==> config.mk <==
export PLATFORM = sky130hd
export DESIGN_NAME = adder_controller
export DESIGN_NICKNAME = d
export VERILOG_FILES = /design/src/rtl/adder_pkg.sv /design/src/rtl/adder_controller.sv
export SDC_FILE = /design/constraint.sdc
export NUM_CORES = 1
export LEC_CHECK = 0
export BUFFER_PORTS_ARGS = -buffer_cell sky130_fd_sc_hd__buf_4
export CAP_MARGIN = 40
export CORE_MARGIN = 8
export CORE_UTILIZATION = 50
export DETAILED_ROUTE_END_ITERATION = 12
export PLACE_DENSITY = 0.84
export SYNTH_ARGS = -nofsm -noshare
export SYNTH_HDL_FRONTEND = slang
export SYNTH_SLANG_ARGS = --single-unit
==> constraint.sdc <==
create_clock -name clk -period 5.8 [get_ports clk]
set_clock_uncertainty 0.15 [all_clocks]
set_input_delay 0.87 -clock clk [delete_from_list [all_inputs] [get_ports clk]]
set_output_delay 0.87 -clock clk [all_outputs]
set_load 0.02 [all_outputs]
==> src/rtl/adder_pkg.sv <==
// Shared encodings for the adder controller: FSM state codes and the
// datapath accumulate-select values.
package adder_pkg;

    typedef logic [2:0] state_t;

    localparam state_t S_IDLE   = 3'd0;
    localparam state_t S_LOAD   = 3'd1;
    localparam state_t S_ADD_AB = 3'd2;
    localparam state_t S_ADD_C  = 3'd3;
    localparam state_t S_ADD_D  = 3'd4;
    localparam state_t S_OUT    = 3'd5;
    localparam state_t S_DONE   = 3'd6;

    localparam logic [1:0] BSEL_AB  = 2'b00;
    localparam logic [1:0] BSEL_C   = 2'b01;
    localparam logic [1:0] BSEL_D   = 2'b10;
    localparam logic [1:0] BSEL_NOP = 2'b11;

    // A run is cancellable only while the datapath is actually working.
    function automatic logic is_run_state(input state_t s);
        return (s != S_IDLE) && (s != S_DONE);
    endfunction

endpackage

==> src/rtl/adder_controller.sv <==
// Sequencing controller for a 2-to-4 operand adder datapath.
//
// state    | meaning
// ---------+-----------------------------------------------
// IDLE     | waiting for start; start+abort together ignored
// LOAD     | strobe all four operand registers
// ADD_AB   | acc = A + B
// ADD_C    | acc += C (latched n_ops >= 1)
// ADD_D    | acc += D (latched n_ops >= 2)
// OUT      | transfer accumulator to datapath output
// DONE     | one-cycle completion; run counter bumps here
module adder_controller
    import adder_pkg::*;
#(
    parameter int COUNT_W = 8
) (
    input  logic               clk,
    input  logic               rst,
    input  logic               start,
    input  logic [1:0]         n_ops,
    input  logic               abort,
    output logic               aload,
    output logic               bload,
    output logic               cload,
    output logic               dload,
    output logic               asel,
    output logic [1:0]         bsel,
    output logic               output_enable,
    output logic               busy,
    output logic               done,
    output logic               aborted,
    output logic [COUNT_W-1:0] run_count
);

    state_t             state_q, state_d;
    logic [1:0]         nops_q, nops_d;
    logic               aborted_q, aborted_d;
    logic [COUNT_W-1:0] count_q;

    // State, latched operand count and abort pulse registers.
    always_ff @(posedge clk or negedge rst) begin
        if (!rst) begin
            state_q   <= S_IDLE;
            nops_q    <= 2'd0;
            aborted_q <= 1'b0;
        end else begin
            state_q   <= state_d;
            nops_q    <= nops_d;
            aborted_q <= aborted_d;
        end
    end

    // Next-state logic; n_ops is captured only on the launching edge,
    // with code 3 folded onto 2 so later compares stay simple.
    always_comb begin
        state_d   = state_q;
        nops_d    = nops_q;
        aborted_d = 1'b0;
        case (state_q)
            S_IDLE: begin
                if (start && !abort) begin
                    state_d = S_LOAD;
                    nops_d  = (n_ops == 2'd3) ? 2'd2 : n_ops;
                end
            end
            S_LOAD:   state_d = S_ADD_AB;
            S_ADD_AB: state_d = (nops_q >= 2'd1) ? S_ADD_C : S_OUT;
            S_ADD_C:  state_d = (nops_q >= 2'd2) ? S_ADD_D : S_OUT;
            S_ADD_D:  state_d = S_OUT;
            S_OUT:    state_d = S_DONE;
            S_DONE:   state_d = S_IDLE;
            default:  state_d = S_IDLE;
        endcase
        if (is_run_state(state_q) && abort) begin
            state_d   = S_IDLE;
            aborted_d = 1'b1;
        end
    end

    // Moore decode of datapath controls: one action per state.
    always_comb begin
        aload         = 1'b0;
        bload         = 1'b0;
        cload         = 1'b0;
        dload         = 1'b0;
        asel          = 1'b0;
        bsel          = BSEL_NOP;
        output_enable = 1'b0;
        case (state_q)
            S_LOAD: begin
                aload = 1'b1;
                bload = 1'b1;
                cload = 1'b1;
                dload = 1'b1;
            end
            S_ADD_AB: begin
                asel = 1'b1;
                bsel = BSEL_AB;
            end
            S_ADD_C:  bsel = BSEL_C;
            S_ADD_D:  bsel = BSEL_D;
            S_OUT:    output_enable = 1'b1;
            default:  ;
        endcase
    end

    // Completed-run counter, saturating at all-ones.
    always_ff @(posedge clk or negedge rst) begin
        if (!rst) begin
            count_q <= '0;
        end else if ((state_q == S_DONE) && (count_q != {COUNT_W{1'b1}})) begin
            count_q <= count_q + {{(COUNT_W-1){1'b0}}, 1'b1};
        end
    end

    assign busy      = (state_q != S_IDLE);
    assign done      = (state_q == S_DONE);
    assign aborted   = aborted_q;
    assign run_count = count_q;

endmodule

======== Yosys cells after proc, flatten, opt, wreduce, memory -nomap -nowiden ========
Cells that the tools add are included.
Widths: inputs -> output; s select.
storage, ports and cells
  register bits after elaboration ......... 14
  bits of input ports ..................... 6
  output and inout bits ................... 19
  logic and storage cells ................. 36
cells by class
  add/subtract/negate cells ............... 1
  $lt $le $gt $ge ......................... 2
  equality and inequality tests ........... 10
  multiplexer cells ....................... 11
  reduce and logical (&&, ||, !) cells .... 8
operators with widths
  kind                 number
  $pmux 3 s6           1
  $eq 3x3->1 const B   3
  $mux 3               3
  $add 8x1->8 const B  1
  $ne 8x8->1 const B   1
  $eq 3x2->1 const B   2
  $ne 3x3->1 const B   2
  $pmux 2 s3           1
  $mux 1               5
  $logic_and 1x1->1    4
  $eq 3x1->1 const B   1
  $logic_not 3->1      1
  $reduce_bool 3->1    1
  $eq 2x2->1 const B   1
  $ge 2x1->1 const B   1
  $ge 2x2->1 const B   1
  $mux 2               1
  $reduce_and 2->1     1
  $logic_not 1->1      1

======== Logic depth before layout (Yosys ltp) ========
Gate-level depths: netlist (run 1).
  depth in word-level cells ............... 5
  depth in mapped cells ................... 5
  depth with buffers taken out ............ 4

======== Worst setup path after synthesis (run 1) ========
No wires, ideal clock.
  kind .................................... reg2out
  start point ............................. reg state_q[0]
  end point ............................... out bload
  arrival time ............................ 1.231 ns
  data required time ...................... 4.780 ns
  slack ................................... 3.549 ns
  stages on the path, launching flop included .. 5
  path buffers ............................ 2
  cells stage by stage .................... dfrtp_1 -> clkbuf_1 -> nand2_1 -> nor2_1 -> buf_4
on the way
  longest elaborated chain between the ends .. 2
RTL lines
  item                    line                    text
  start, declared         adder_controller.sv:35  state_t state_q, state_d;
  start signal, assigned  adder_controller.sv:47  state_q <= state_d;
  $eq 3x1->1              -
  $mux 1                  -
  end, declared           adder_controller.sv:23  output logic bload,
No other way between the ends.

======== Worst setup path after layout (run 1) ========
  start point ............................. reg state_q[0]
  end point ............................... out done
on the way
  longest elaborated chain between the ends .. 1
RTL lines
  item           line                     text
  $eq 3x3->1     adder_controller.sv:117  assign done = (state_q == S_DONE);
  end, declared  adder_controller.sv:30   output logic done,
No other way between the ends.

==> metrics.cfg, run 1 <==
[drt]
wire_per_inst_um=13.6
dr_wl_met2_um=691
top_layer=met3
ant_nets=0
drtPass1Iterations=4
wl_met1_um=669
postRouteWirelength_um=1550
drt_iter0_drc=8
dr_wl_met3_um=187
via_per_inst=5.42
drc_errors=0
vias=618

[logic_synthesis]
synth-async-reset-ratio=1.00
ys.flop_type=dfrtp_1
ys_seq_area_frac=0.459
synth.largest_area_cell=dfrtp_1
synthCells=75
avgSynthCellArea_sq_um=10.2
synth_edf_count=0
synthTopCellsByArea=dfrtp_1, mux2_2, mux2_4, nand2_1, buf_4
ys_seq_elements=14
synth_cell_type_count=30
synth.top_cell.area_share=0.459
syn_nets=82
synth.cell_area_sq_um=763
ys_warn_count=0

[timing]
worstMarginPinSlew_ps=338
grt_setup_unrepaired=false
post-route-period-util=0.415
setup_viol=0
setup_tns_ps=0
period_needed_ps=2400
max_freq_mhz=416
max_slew_margin=0.769
hold_violations=0
final-max-slew-violation-count=0

[status]
outcome=finished clean

[clocking]
cts_resized=0
clkTransAtPathRegs_ps=80
cts_tree=built
cts_setup_buffers=0
cts-hold-fix-buffers=0
insertion_delay_ps=270
cts_made_buffers=3
cts_buffer_depth=2
cts-root-buf=clkbuf_4
cts.sinks=14
htreeDepth=1

[die]
die_y_um=55.1
core_region_area_sq_um=1470
start_util=0.519
die_w_um=55.1
dieArea_sq_um=3030
io_pins=25
row_count=14

[global_routing]
grt_pass1_wl_um=2490
first_global_vias=605
grt_max_degree=15
grt_use_total=0.109
grt_overflow=0
antenna_found_initial=0

[cells_and_area]
final_area_sq_um=962
fin_nets=106
layout-drive-gt1-share=0.378
final_common_cell=buf_4
final.fill_count=126
antenna_cells=0
area_delta_synth_final_pct=26.1
final_cell_mix=buf_4, dfrtp_1, nand2_1, mux2_2
fin_cells=114

[place]
place_congestion=0.837
dp_hpwl_um=1250
placed_area_sq_um=926
placed_cells=110
port_buffers=24

[power_and_ir_drop]
leakage_nw=0.474
p_per_area_nw_per_um2=298
ir_drop_mv=0.243

[worst_setup_path]
r2r-start=state_q[2]$_DFFE_PN0P_
critPathLaunch=state_q[0]$_DFFE_PN0P_
rr_endpoint=nops_q[0]$_DFFE_PN0P_
crit_type=flip-flop to primary output
critPathCapture=done
arrival_ps=1380
critical_path.max_fanout=9
reg2reg_slack_ps=3940
reg2regPathDepth=3
worstPathRequired_ps=4780
crit_path_start_kind=flip-flop
worst_setup_path_end_kind=primary output

[min_path]
hold_class=primary input to asynchronous set/reset pin

[flow_run]
cap_violations=0

sequential cells by signal (all words and copies together), names as in the netlist:
signal and flops:
state_q 3, nops_q 2, aborted 1, run_count 8
Yosys cell counts (2+ instances only):
cell type and count:
mux2_2 5, dfrtp_1 14, nand2_1 8, inv_1 3
buf_4 3, a21oi_1 4, o21ai_0 3, nand3_1 3
and3_1 2, mux2_4 2, nand2b_1 3, o21bai_1 2
nor2b_1 2, nor3_1 2, nor2_1 4
power by group:
group          leakage [nW]  internal (W)  switching, W   total, W
Sequential            0.189      0.000111     0.0000157   0.000127
Combinational         0.264     0.0000464     0.0000468  0.0000932
Clock                0.0210     0.0000381     0.0000288  0.0000669
Total                 0.474      0.000196     0.0000913   0.000287
routing by layer:
metal	vias up	GRT usage
met4	0	0.0440
met5	-	0
met1	280	0.131
met3	0	0.0374
li1	308	-
met2	30	0.175
through the flow:
stage | util | setup slack (ps) | power, W | hold slack, ps
2_1_floorplan | - | 3550 | 0.000191 | 349
3_3_place_gp | 0.629 | 3740 | 0.000221 | 365
3_5_place_dp | 0.629 | 3690 | 0.000224 | 375
4_1_cts | 0.654 | 3380 | 0.000291 | 274
5_1_grt | 0.654 | 3230 | 0.000303 | 276
6_report | 0.654 | 3400 | 0.000287 | 281
cells by family (layout without fill, tap and decap cells):
kind of cell,after synthesis,in the layout,synth area share
and+or+nand+nor,31,31,0.226
DFF,14,14,0.459
AOI/OAI and AO/OA,13,13,0.110
buffers and inverters,8,31,0.0639
muxes,7,7,0.113
adders and majority gates,1,1,0.0164
xor gates and xnor gates,1,1,0.0115
cell type report:
| type | count | area [sq um] | area share |
|---|---|---|---|
| Tap cell | 16 | 20.0 | 0.0208 |
| Timing Repair Buffer | 24 | 180 | 0.187 |
| Sequential cell | 14 | 350 | 0.364 |
| Inverter | 3 | 11.3 | 0.0117 |
| Clock buffer | 4 | 36.3 | 0.0377 |
| Multi-Input combinational cell | 53 | 364 | 0.378 |
how the worst min path moves through the flow:
stage	from	end	slack, ps	cells past startpoint
2_1_floorplan	nops_q[0]$_DFFE_PN0P_	nops_q[0]$_DFFE_PN0P_	350	1
3_3_place_gp	run_count[0]$_DFFE_PN0P_	run_count[0]$_DFFE_PN0P_	360	1
3_5_place_dp	run_count[0]$_DFFE_PN0P_	run_count[0]$_DFFE_PN0P_	380	1
4_1_cts	rst	run_count[0]$_DFFE_PN0P_	270	1
5_1_grt	rst	run_count[2]$_DFFE_PN0P_	280	1
6_report	rst	run_count[0]$_DFFE_PN0P_	280	1
worst max-delay path, stage by stage (launching register included):
cell and delay (ps):
dfrtp_1 460, nand3b_1 340, inv_1 160, buf_4 150
No activity file was read; power rests on OpenSTA's default activity.
==> run 2, diff against run 1 <==
--- a/config.mk
+++ b/config.mk
@@ -8,9 +8,9 @@
 export BUFFER_PORTS_ARGS = -buffer_cell sky130_fd_sc_hd__buf_4
 export CAP_MARGIN = 40
 export CORE_MARGIN = 8
-export CORE_UTILIZATION = 50
+export CORE_UTILIZATION = 48
 export DETAILED_ROUTE_END_ITERATION = 12
-export PLACE_DENSITY = 0.84
+export PLACE_DENSITY = 0.81
 export SYNTH_ARGS = -nofsm -noshare
 export SYNTH_HDL_FRONTEND = slang
 export SYNTH_SLANG_ARGS = --single-unit
==> constraint.sdc (replaced) <==
create_clock -name clk -period 2.5 [get_ports clk]
set_clock_uncertainty 0.15 [all_clocks]
set_input_delay 0.375 -clock clk [delete_from_list [all_inputs] [get_ports clk]]
set_output_delay 0.375 -clock clk [all_outputs]
set_load 0.02 [all_outputs]
==> run 2 against run 1 <==
Final cell count grew 0.88%. Critical path depth did not move. Sequential power is 130% higher. Critical endpoint unchanged. Combinational power up 140%. First-iteration DRC count did not move. Power is 140% higher.
==> metrics.cfg, run 2 (synthesized netlist as in run 1, its figures left out) <==
[status]
outcome=finished clean

[global_routing]
grt_max_degree=15
busiest_layer=met2
met3_usage=0.0776
grt_use_total=0.119
grt_overflow=0
grt_use_met2=0.175
antenna_found_initial=0
first_global_vias=668
grt_pass1_wl_um=3110
grtUsageMet1=0.140

[clocking]
insertion_delay_ps=280
htreeDepth=1
cts.sinks=14
clkTransAtPathRegs_ps=90
cts_tree=built
cts_buffer_depth=2
cts-root-buf=clkbuf_4
cts_setup_buffers=0
cts_made_buffers=3

[flow_run]
cap_violations=0

[cells_and_area]
antenna_cells=0
layout-drive-gt1-share=0.374
area_delta_synth_final_pct=27.4
final_common_cell=buf_4
final_cell_mix=buf_4, dfrtp_1, nand2_1, mux2_2
final.fill_count=126
largest_register_ffs=8
fin_nets=107

[place]
port_buffers=24
place_congestion=0.816
pre_cts_slack_ps=641
dp_hpwl_um=1350

[die]
core_region_area_sq_um=1510
dieArea_sq_um=3120
die_y_um=55.9
die_w_um=55.9
io_pins=25
row_count=14
start_util=0.507

[worst_setup_path]
crit_path_start_kind=flip-flop
critical_path.max_stage_delay_ps=470
worstPathRequired_ps=1980
arrival_ps=1440
worst_setup_path_end_kind=primary output
slowest_stage=dfrtp_1
crit_chain=nand3b_1 -> inv_1 -> buf_4
reg2regPathDepth=3
crit_type=flip-flop to primary output
critical_path.max_fanout=9

[drt]
vias=644
drc_errors=0
ant_nets=0
wire_per_inst_um=15.7
via_per_inst=5.60
postRouteWirelength_um=1810
drt_iter0_drc=8
drtPass1Iterations=4

[timing]
grt_setup_unrepaired=false
worst_slack_ps=532
worstMarginPinSlew_ps=349
final-max-slew-violation-count=0
max_freq_mhz=508
setup_viol=0
max_slew_margin=0.761
hold_violations=0
setup_tns_ps=0
period_needed_ps=1970
post-route-period-util=0.787

[min_path]
hold_path_depth=2
hold_class=primary input to flip-flop

[power_and_ir_drop]
leakage_nw=0.478
p_per_area_nw_per_um2=703
ir_drop_mv=0.364

==> run 2: cell count changes in the layout (fill, tap and decap cells not counted) <==
cell,before,now
dlygate4sd3_1,0,1
==> run 2: through the flow <==
stage / instance area, sq um / total power [W] / util / instances / hold WS [ps]
floorplan: 763 / 0.000442 / - / 75 / -70.6
global placement: 926 / 0.000514 / 0.615 / 110 / 85.6
detailed placement: 926 / 0.000521 / 0.615 / 110 / 86.7
CTS: 972 / 0.000693 / 0.645 / 115 / 113
global route: 972 / 0.000722 / 0.645 / 115 / 114
finish: 972 / 0.000683 / 0.645 / 115 / 122
==> run 2: power breakdown <==
part           internal, W  switching [W]
clock            0.0000887      0.0000766
combinational     0.000109       0.000113
sequential        0.000258      0.0000385
==> run 2: final cells by class <==
| class | instances | area, sq um | share of cell area |
|---|---|---|---|
| clock buffers | 4 | 36.3 | 0.0373 |
| inverters | 3 | 11.3 | 0.0116 |
| multi-input cells | 53 | 364 | 0.375 |
| flip-flops and latches | 14 | 350 | 0.360 |
| well taps | 16 | 20.0 | 0.0206 |
| repair buffers | 25 | 190 | 0.196 |
==> run 2: routing by layer <==
metal | wire length, um | share of wire
met4 | 16 | 0.0089
met3 | 194 | 0.11
met2 | 816 | 0.45
met5 | 0 | 0
met1 | 777 | 0.43
==> run 2: worst max-delay path: cells and delay by family (launching register included) <==
kind,cells,cell delay [ps]
flip-flops,1,470
buffers and inverters,2,340
AND/OR/NAND/NOR,1,360
==> run 2: path summary, 6_finish.rpt <==
kind	start	end	slack, ps
max	state_q[0]$_DFFE_PN0P_	done	530
min	abort	state_q[1]$_DFFE_PN0P_	120
max reg2reg	state_q[2]$_DFFE_PN0P_	nops_q[0]$_DFFE_PN0P_	620
min reg2reg	run_count[0]$_DFFE_PN0P_	run_count[0]$_DFFE_PN0P_	400
max in group asynchronous	rst	run_count[4]$_DFFE_PN0P_	1700
min in group asynchronous	rst	nops_q[0]$_DFFE_PN0P_	330
==> run 2: what timing repair did <==
| action | in CTS | in global routing |
|---|---|---|
| resized for setup | 0 | 0 |
| hold buffers | 1 | 0 |
| setup endpoints to repair | 0 | 0 |
| hold endpoints to repair | 14 | 0 |
==> run 3, diff against run 2 <==
--- a/config.mk
+++ b/config.mk
@@ -8,9 +8,9 @@
 export BUFFER_PORTS_ARGS = -buffer_cell sky130_fd_sc_hd__buf_4
 export CAP_MARGIN = 40
 export CORE_MARGIN = 8
-export CORE_UTILIZATION = 48
+export CORE_UTILIZATION = 43
 export DETAILED_ROUTE_END_ITERATION = 12
-export PLACE_DENSITY = 0.81
+export PLACE_DENSITY = 0.77
 export SYNTH_ARGS = -nofsm -noshare
 export SYNTH_HDL_FRONTEND = slang
 export SYNTH_SLANG_ARGS = --single-unit
==> constraint.sdc (replaced) <==
create_clock -name clk -period 1.7 [get_ports clk]
set_clock_uncertainty 0.15 [all_clocks]
set_input_delay 0.255 -clock clk [delete_from_list [all_inputs] [get_ports clk]]
set_output_delay 0.255 -clock clk [all_outputs]
set_load 0.02 [all_outputs]
==> run 3 against run 2 <==
The run now ends with negative setup slack left. Utilization rose by 2.4 points. Combinational power rose by 99%. Non-clock buffer count rose by 10. Final cell count rose by 9.6%. Hold slack got worse by 52 ps. Count of clock-buffer cells in the layout did not move. Register-to-register slack got worse by 680 ps. Global-route usage rose by 0.73 points. Setup slack got worse by 600 ps. Sequential power rose by 44%. Clock power rose by 43%. Largest power group is now combinational cells. Highest routed layer is now met3.
==> metrics.cfg, run 3 (synthesized netlist as in run 1, its figures left out) <==
[cells_and_area]
multiInputGateArea_sq_um=412
final_common_cell=buf_4
largest_register_ffs=8
area_delta_synth_final_pct=48.2
layout-drive-gt1-share=0.514
final-seq-area_sq_um=352
final.fill_count=139
final_area_sq_um=1130
final_cell_mix=buf_4, dfrtp_1, buf_6, nand2_1, mux2_2
antenna_cells=0
fin_nets=117

[power_and_ir_drop]
p_per_area_nw_per_um2=975
ir_drop_mv=0.589
leakage_nw=0.542

[global_routing]
grt_overflow=0
grt_use_total=0.126
antenna_found_initial=0
first_global_vias=723
grt_pass1_wl_um=3320
grt_max_degree=15

[clocking]
clkTransAtPathRegs_ps=90
htreeDepth=1
cts-root-buf=clkbuf_4
insertion_delay_ps=270
cts_tree=built
cts_buffer_depth=2
cts_made_buffers=3
cts.sinks=14

[place]
port_buffers=24
dp_hpwl_um=1390
place_congestion=0.835
placed_area_sq_um=988
pre_cts_slack_ps=-27.6

[drt]
postRouteWirelength_um=2090
drtPass1Iterations=4
drc_errors=0
ant_nets=0
drt_iter0_drc=8
vias=716
via_per_inst=5.68
wire_per_inst_um=16.6

[worst_setup_path]
cp_top_family=simple AND/OR/NAND/NOR gates
cp_num_buf_inv=0
worst_setup_path_end_kind=flip-flop
critical_path.max_stage_delay_ps=410
critical_path.max_fanout=2
crit_chain=or3_4 -> or3b_4 -> mux2_4
crit_type=flip-flop to flip-flop
worstPathRequired_ps=1710
crit_path_start_kind=flip-flop
arrival_ps=1780
slowest_stage=dfrtp_1

[timing]
final-max-slew-violation-count=0
worstMarginPinSlew_ps=335
hold_violations=0
grt_setup_unrepaired=true
setup_viol=5
max_freq_mhz=567
worst_slack_ps=-64.6
period_needed_ps=1760
post-route-period-util=1.04
max_slew_margin=0.776

[die]
die_y_um=58.1
core_region_area_sq_um=1690
start_util=0.452
io_pins=25
die_w_um=58.1
dieArea_sq_um=3380
row_count=15

[status]
violations=negative setup slack
outcome=complete, but fails checks

[min_path]
hold_class=primary input to flip-flop

[flow_run]
cap_violations=0

-- run 3: cell types whose count changed in the layout (fill, tap and decap cells not counted), sizes merged --
| cell | before | now |
|---|---|---|
| dlygate4sd3 | 1 | 2 |
| buf | 24 | 33 |
-- run 3: per-stage QoR --
step	hold WS (ps)	util	TNS [ps]	instances	total power, W
after CTS	54.5	0.638	-134	126	0.00108
after floorplan	-191	-	-302	75	0.000654
after detailed placement	-34.6	0.585	-52.2	119	0.000801
final	70.4	0.670	-176	126	0.00110
after global routing	53.0	0.670	-461	126	0.00116
after global placement	-37.5	0.585	0	119	0.000792
-- run 3: report_power, final --
group	total (W)	internal, W	switching, W	leakage (nW)
logic	0.000439	0.000223	0.000217	0.333
clock network	0.000236	0.000130	0.000106	0.0210
registers	0.000427	0.000381	0.0000456	0.187
total	0.00110	0.000734	0.000368	0.542
-- run 3: layout make-up --
class	count	share of cell area
multi-input cells	53	0.364
flip-flops and latches	14	0.311
repair buffers	35	0.260
clock buffers	4	0.0321
well taps	17	0.0188
inverters	3	0.0144
-- run 3: repair_timing --
action                                 in CTS  in global routing
endpoints found under the hold margin      15                  0
setup endpoints to repair                   9                 14
buffers inserted                            1                  0
hold buffers                                2                  0
resized for setup                           7                 14
pin swaps                                   2                  2
-- run 3: worst paths after layout --
path                                          startpoint                        to  slack [ps]  cells after the start
worst min register to register  run_count[0]$_DFFE_PN0P_  run_count[0]$_DFFE_PN0P_         380                      1
worst min-delay path                            n_ops[1]     nops_q[1]$_DFFE_PN0P_          70                      2
max in group asynchronous                            rst  run_count[0]$_DFFE_PN0P_        1010                      2
worst max register to register    state_q[1]$_DFFE_PN0P_     nops_q[0]$_DFFE_PN0P_         -60                      3
min in group asynchronous                            rst    state_q[2]$_DFFE_PN0P_         210                      2
worst max-delay path              state_q[1]$_DFFE_PN0P_     nops_q[0]$_DFFE_PN0P_         -60                      3
-- run 3: routing by layer --
| layer | part of all wire | global-route usage | up-vias |
|---|---|---|---|
| met2 | 0.52 | 0.218 | 26 |
| met1 | 0.38 | 0.126 | 358 |
| met5 | 0 | 0 | - |
| met3 | 0.10 | 0.0640 | 0 |
| met4 | 0 | 0.0490 | 0 |
| li1 | - | - | 332 |
-- run 3: worst register-to-register path, delay by kind of cell (launching register included) --
| family | cells | cell delay [ps] |
|---|---|---|
| flip-flops | 1 | 410 |
| multiplexers | 1 | 300 |
| AND/OR/NAND/NOR | 2 | 790 |
